==> config.mk <==
export PLATFORM = sky130hd
export DESIGN_NAME = line_rasterizer
export DESIGN_NICKNAME = d
export VERILOG_FILES = /design/src/rtl/line_rasterizer.sv
export SDC_FILE = /design/constraint.sdc
export NUM_CORES = 1
export LEC_CHECK = 0
export ABC_AREA = 1
export CAP_MARGIN = 25
export CORE_MARGIN = 5
export CORE_UTILIZATION = 55
export CTS_CLUSTER_SIZE = 40
export DETAILED_ROUTE_END_ITERATION = 12
export HOLD_SLACK_MARGIN = 0.02
export PLACE_DENSITY = 0.8
export RECOVER_POWER = 50
export SKIP_CTS_REPAIR_TIMING = 1
export SYNTH_ARGS = -nofsm -noshare
export SYNTH_HDL_FRONTEND = slang
export SYNTH_SLANG_ARGS = --single-unit
==> constraint.sdc <==
create_clock -name clk -period 3.95 [get_ports clk]
set_clock_uncertainty 0.1 [all_clocks]
set_input_delay 0.395 -clock clk [delete_from_list [all_inputs] [get_ports clk]]
set_output_delay 0.395 -clock clk [all_outputs]
set_load 0.02 [all_outputs]
==> src/rtl/line_rasterizer.sv <==
// Bresenham line engine driving the frame buffer write port, one pixel per HOLD_CYCLES.
// Optional LINE_RASTERIZER_CLIP_EN suppresses brush for pixels beyond COORD_MAX.
module line_rasterizer #(
  parameter int unsigned HOLD_CYCLES = 2,
  parameter int unsigned COORD_MAX   = 127
) (
  input  logic       clk,
  input  logic       reset,
  input  logic       start,
  input  logic [7:0] x0,
  input  logic [7:0] y0,
  input  logic [7:0] x1,
  input  logic [7:0] y1,
  input  logic [2:0] color,
  output logic [7:0] wx,
  output logic [7:0] wy,
  output logic       brush,
  output logic [2:0] newColor,
  output logic       busy,
  output logic       done
);

`ifdef LINE_RASTERIZER_CLIP_EN
  localparam bit CLIP = 1'b1;
`else
  localparam bit CLIP = 1'b0;
`endif
  localparam logic [7:0] CMAX = 8'(COORD_MAX);
  localparam int unsigned HW = (HOLD_CYCLES > 1) ? $clog2(HOLD_CYCLES) : 1;

  typedef enum logic [1:0] {IDLE, SETUP, PLOT} state_t;

  state_t            state_q;
  logic [7:0]        x0_q, y0_q, x1_q, y1_q;
  logic [2:0]        color_q;
  logic signed [10:0] dx_q, dy_q, err_q;
  logic              sx_neg_q, sy_neg_q;
  logic [HW-1:0]     hold_q;
  logic [7:0]        wx_q, wy_q;
  logic [2:0]        newColor_q;
  logic              brush_q, busy_q, done_q;

  logic signed [10:0] dx_s, dy_s, e2, err_d;
  logic              step_x, step_y, at_end, last_hold;
  logic [7:0]        wx_d, wy_d;

  function automatic logic pix_ok(input logic [7:0] x, input logic [7:0] y);
    return !CLIP || ((x <= CMAX) && (y <= CMAX));
  endfunction

  always_comb begin
    dx_s = (x1_q >= x0_q) ? $signed({3'b000, x1_q - x0_q})
                          : $signed({3'b000, x0_q - x1_q});
    dy_s = (y1_q >= y0_q) ? -$signed({3'b000, y1_q - y0_q})
                          : -$signed({3'b000, y0_q - y1_q});
    e2     = err_q <<< 1;
    step_x = (e2 >= dy_q);
    step_y = (e2 <= dx_q);
    err_d  = err_q + (step_x ? dy_q : 11'sd0) + (step_y ? dx_q : 11'sd0);
    wx_d   = wx_q;
    wy_d   = wy_q;
    if (step_x) wx_d = sx_neg_q ? wx_q - 8'd1 : wx_q + 8'd1;
    if (step_y) wy_d = sy_neg_q ? wy_q - 8'd1 : wy_q + 8'd1;
    at_end    = (wx_q == x1_q) && (wy_q == y1_q);
    last_hold = (hold_q == HW'(HOLD_CYCLES - 1));
  end

  always_ff @(posedge clk) begin
    if (reset) begin
      state_q    <= IDLE;
      x0_q       <= '0;
      y0_q       <= '0;
      x1_q       <= '0;
      y1_q       <= '0;
      color_q    <= '0;
      dx_q       <= '0;
      dy_q       <= '0;
      err_q      <= '0;
      sx_neg_q   <= 1'b0;
      sy_neg_q   <= 1'b0;
      hold_q     <= '0;
      wx_q       <= '0;
      wy_q       <= '0;
      newColor_q <= '0;
      brush_q    <= 1'b0;
      busy_q     <= 1'b0;
      done_q     <= 1'b0;
    end else begin
      done_q <= 1'b0;
      case (state_q)
        IDLE: begin
          if (start) begin
            x0_q    <= x0;
            y0_q    <= y0;
            x1_q    <= x1;
            y1_q    <= y1;
            color_q <= color;
            busy_q  <= 1'b1;
            state_q <= SETUP;
          end
        end
        SETUP: begin
          dx_q       <= dx_s;
          dy_q       <= dy_s;
          err_q      <= dx_s + dy_s;
          sx_neg_q   <= (x1_q < x0_q);
          sy_neg_q   <= (y1_q < y0_q);
          wx_q       <= x0_q;
          wy_q       <= y0_q;
          newColor_q <= color_q;
          brush_q    <= pix_ok(x0_q, y0_q);
          hold_q     <= '0;
          state_q    <= PLOT;
        end
        PLOT: begin
          if (!last_hold) begin
            hold_q <= hold_q + 1'b1;
          end else if (at_end) begin
            state_q <= IDLE;
            done_q  <= 1'b1;
            busy_q  <= 1'b0;
            brush_q <= 1'b0;
          end else begin
            // wx/wy double as the Bresenham cursor, so the step lands directly on the outputs
            err_q   <= err_d;
            wx_q    <= wx_d;
            wy_q    <= wy_d;
            brush_q <= pix_ok(wx_d, wy_d);
            hold_q  <= '0;
          end
        end
        default: state_q <= IDLE;
      endcase
    end
  end

  assign wx       = wx_q;
  assign wy       = wy_q;
  assign brush    = brush_q;
  assign newColor = newColor_q;
  assign busy     = busy_q;
  assign done     = done_q;

endmodule

Word level (Yosys, flattened, before mapping):

Index checks and enable logic that the tools add are counted.

* register bits after elaboration: 95
* bits of input ports: 38
* output and inout bits: 22

* add/subtract/negate cells: 14
* magnitude comparators: 6
* eq/ne operators: 10
* mux-type cells: 31
* bitwise logic cells: 2
* reduce and logical (&&, ||, !) cells: 12

Operators by type and width (number)
* $mux 8: 9
* $mux 11: 5
* $pmux 8 s2: 2
* $sub 8x8->8: 4
* $add 11x11->11: 2
* $neg 8->11: 2
* $pmux 11 s2: 1
* $add 8x1->8 const B: 2
* $eq 8x8->1: 2
* $ge 8x8->1: 2
* $lt 8x8->1: 2
* $sub 8x1->8 const B: 2
* $ne 2x2->1 const B: 6
* $reduce_and 4->1: 3
* $add 9x11->11: 1
* $ge 11x11->1: 1
* $le 11x11->1: 1
* $mux 1: 7
* $mux 2: 3
* $pmux 1 s2: 3
* $pmux 2 s3: 1
* $reduce_and 3->1: 2
* $reduce_and 2->1: 2
* $reduce_bool 2->1: 2
* other kinds (7): 8

Logic depth before layout (Yosys ltp):

* word-level depth: 7
* mapped depth: 29
* mapped depth without buffers: 28

Worst setup path after synthesis:

Ideal clock, no wire load.

* path type: reg-to-reg
* start point: reg err_q[9]
* end point: reg err_q[7]
* library setup time: 64 ps
* data arrival time: 3203 ps
* required time: 3786 ps
* slack: 583 ps
* stages on the path, launching flop included: 23
* path buffers: 0
* period minus slack after synthesis: 3367 ps
* cells stage by stage: dfxtp_1 -> ha_1 -> nand2_1 -> nor2_1 -> and2_1 -> nand2_1 -> nand3_1 -> nand2_1 -> nand2_2 -> inv_2 -> nor2_1 -> fa_1 -> ha_1 -> fa_1 -> nand3_1 -> nand3_1 -> nand2_1 -> nand2_1 -> a21oi_1 -> o21ai_0 -> a21oi_1 -> nor3_1 -> nor2_1

* longest elaborated chain between the ends: 7
* elaborated cells on any way between the ends: 9
* those cells by class: add/sub: 2; order compare: 2; mux: 5

RTL lines
* start: declaration: RTL line 36 `logic signed [10:0] dx_q, dy_q, err_q;`
* start signal: assignment: RTL line 105 `err_q <= dx_s + dy_s;`
* start signal: assignment: RTL line 125 `err_q <= err_d;`
* $ge 11x11->1: RTL line 57 `step_x = (e2 >= dy_q);`
* $mux 11: RTL line 59 `err_d = err_q + (step_x ? dy_q : 11'sd0) + (step_y ? dx_q : 11'sd0);`
* $add 11x11->11: RTL line 59
* $add 11x11->11 *: RTL line 59
* $mux 11 *: RTL line 118 `end else if (at_end) begin`
* $mux 11 *: RTL line 116 `if (!last_hold) begin`
* $pmux 11 s2 *: RTL line 90 `case (state_q)`

Mark *: on every way between the ends. The rest lies on a longest branch, timed or not. The select of a mux whose other input is x is not followed.
A chain may end at the register's enable or synchronous reset.

Final worst setup path:

* start point: reg dy_q[9]
* end point: reg err_q[7]

* longest elaborated chain between the ends: 7

RTL lines
* start: declaration: RTL line 36
* start signal: assignment: RTL line 104 `dy_q <= dy_s;`
* $ge 11x11->1: RTL line 57
* $mux 11: RTL line 59
* $add 11x11->11 (2 in a row): RTL line 59
* $mux 11: RTL line 118
* $mux 11: RTL line 116
* $pmux 11 s2: RTL line 90

Every way passes these cells. The select of a mux whose other input is x is not followed.

==> impl_metrics.toml <==
[run_status]
run_status = "completed"

[floorplan]
die_w_um = 126.7
num_io_pins = 60
initial_core_util_pct = 56.33
die_h_um = 126.7
rows = 42
floorplan.die_area_sq_um = 16050
core_sq_um = 13300

[critical_path]
cp-start-kind = "register"
setup.worst_path.end = "err_q[7]"
worstRegToRegCells = 23
critPathLaunch = "dy_q[9]"
crit_required_ps = 4140
rrSetupSlack_ps = 280
cp-end-kind = "register"
reg2reg_to = "err_q[7]"
arrival_ps = 3860
r2r_start = "dy_q[9]"
crit_fanout = 4
worstSetupPathType = "register to register"

[routing]
drc = 0
ant_nets = 0
finalWirelength_um = 19650
avgViaCountPerCell = 5.430
vias = 7195
dr.pass1.iters = 7
drt_iter0_markers = 469
wl_per_cell_um = 14.83

[logic_synthesis]
synthXorXnorAreaFrac_pct = 5.396
synth_cell_types = 48
yosys_warnings = 0
synthAdderAreaFrac_pct = 17.81
netlist_area_sq_um = 7490
muxShareOfSynthArea_pct = 0.1336
synth_nets = 1230
synth_seq_area_share_pct = 24.32
synth-seq-cells = 91
synth-simple-area-share_pct = 23.07
syn_inst = 1095
syn_avg_cell_area_sq_um = 6.840
synth_top_family_by_area = "simple AND/OR/NAND/NOR gates"
synth-compound-area-share_pct = 19.24

[placed_design]
portBuffers = 59
hpwl_um = 14940
globalplace.congestion = 0.9934

[timing]
slew-limit-headroom_pct = 4.938
setup_viol = 0
min_period_ps = 3673
fin_hold_ws_ps = 355.7
clock.fmax_ghz = 0.2723
min_period_over_period_pct = 92.99
tightestPinTransition_ps = 1426
hold_viol_final = 0
maxSlewViolCount = 0

[global_routing]
grt_pass1_vias = 6811
gr-usage-all-layers_pct = 24.27
grt_max_degree = 67
grt_overflow_total = 0
grt_antenna_before_repair = 0
grt_pass1_wl_um = 32420

[clock_network]
clock-sinks = 91
clk_pin_slew_ps = 70
cts_root_buf = "clkbuf_16"
cts_buffers = 9
h-tree-depth = 3
clock_latency_ps = 350
cts_buffer_depth = 2
cts_tree = "built"

[layout]
multi_input_area_sq_um = 4975
num-nets-final = 1280
seq_area_sq_um = 1827
n_fill_cell = 1205
synthToLayoutAreaGrowth_pct = 15.00
final_layout_size_suffix_gt1_share_pct = 6.876
antenna_cells = 0

[worst_hold_path]
min_path_type = "register to register"
hold_path_depth = 2
min-delay-start = "busy"

[job]
drv_cap = 0
-- synth_stat cells (all sizes together) --
cell	number	area share, %
fa	16	4.3
nand3b	1	0.10
xor2	23	2.9
nor3	7	0.60
dfxtp	91	24
nor3b	1	0.10
ha	81	14
o2111ai	1	0.12
o311ai	1	0.12
nand3	50	3.7
o211ai	4	0.58
nor2	104	5.6
nand4	14	1.2
or2	4	0.33
o21ai	125	8.4
and2	2	0.17
inv	161	8.1
o221ai	3	0.35
o21a	2	0.20
xnor2	21	2.5
clkbuf	25	1.3
buf	7	0.70
a31oi	7	0.58
nand2	216	11
nor4	1	0.084
o31ai	1	0.10
a21o	3	0.30
a21oi	117	8.0
o22ai	2	0.17
a211oi	3	0.30
mux2i	1	0.13
-- worst max-delay path: stages (launching register included) --
cell	delay [ps]
dfxtp_2	350
inv_1	50
ha_1	270
nand2_1	70
nor2_2	150
and2_1	150
nand2_1	60
nand3_1	80
nand2_1	60
nand2_2	100
inv_2	60
nor2_1	130
fa_1	430
ha_1	240
fa_2	350
nand3_1	90
nand3_1	120
nand2_1	100
nand2_1	60
a21oi_1	160
o21ai_0	110
a21oi_1	160
nor3_1	60
nor2_1	80
-- how the worst min path moves through the flow --
stage                      end  slack, ps
after floorplan           done        330
after global placement    done        350
final                     busy        360
after detailed placement  busy        350
after CTS                 busy        360
after global routing      busy        370
-- state kept, by name, indices dropped and copies added, names as in the netlist, 2 cells and up --
signal and flops:
state_q 2, color_q 3, dy_q 11, err_q 10
newColor 3, wx 8, dx_q 8, y1_q 8
x0_q 8, x1_q 8, wy 8, y0_q 8
-- logic make-up after synthesis --
group,Yosys count
and+or+nand+nor,400
xor gates and xnor gates,44
AOI/OAI and AO/OA,269
buffers and inverters,193
muxes,1
DFF,91
adders and majority gates,97
-- metrics by stage --
| step | instance area, sq um | setup slack (ps) | util, % | setup TNS [ps] | cells |
|---|---|---|---|---|---|
| floorplan | 7490 | 583.4 | - | 0 | 1095 |
| global placement | 8224 | 218.8 | 61.86 | 0 | 1307 |
| detailed placement | 8224 | 123.7 | 61.86 | 0 | 1307 |
| CTS | 8526 | 104.9 | 64.13 | 0 | 1322 |
| global route | 8613 | -9.153 | 64.78 | -9.153 | 1325 |
| finish | 8613 | 277.1 | 64.78 | 0 | 1325 |
-- layer usage --
layer,share of wire [%],GRT usage (%),vias to the layer above,routed length (um)
met5,0,0,-,0
met4,3.0,8.644,0,594
li1,-,-,3687,-
met3,5.2,3.993,33,1024
met2,46,39.88,198,9029
met1,46,32.24,3277,9005
-- layout by cell type, fill, tap and decap left out, types with 6 or more instances in the layout --
cell type        instances
a31oi_1                  7
inv_1                  154
o21ai_0                117
dlygate4sd3_1           17
ha_1                    78
nor2_2                  11
nand2_1                206
xnor2_1                 21
nor2_1                  91
fa_1                    14
clkbuf_16                9
o21ai_1                  7
nand3_1                 44
xor2_1                  22
nand2_2                  9
dfxtp_1                 87
a21oi_1                115
clkdlybuf4s50_1         42
buf_4                    9
nand4_1                 14
inv_2                    6
-- area by class of cell --
| class | count | share of cell area, % |
|---|---|---|
| inverters | 161 | 7.016 |
| clock buffers | 11 | 2.934 |
| clock inverters | 4 | 0.5665 |
| repair buffers | 71 | 7.960 |
| multi-input cells | 811 | 57.76 |
| well taps | 176 | 2.557 |
| flip-flops and latches | 91 | 21.21 |
Power is left out: the tool's default activity adds up to more than one toggle a clock period on the data nets, which glitch-free logic cannot reach.
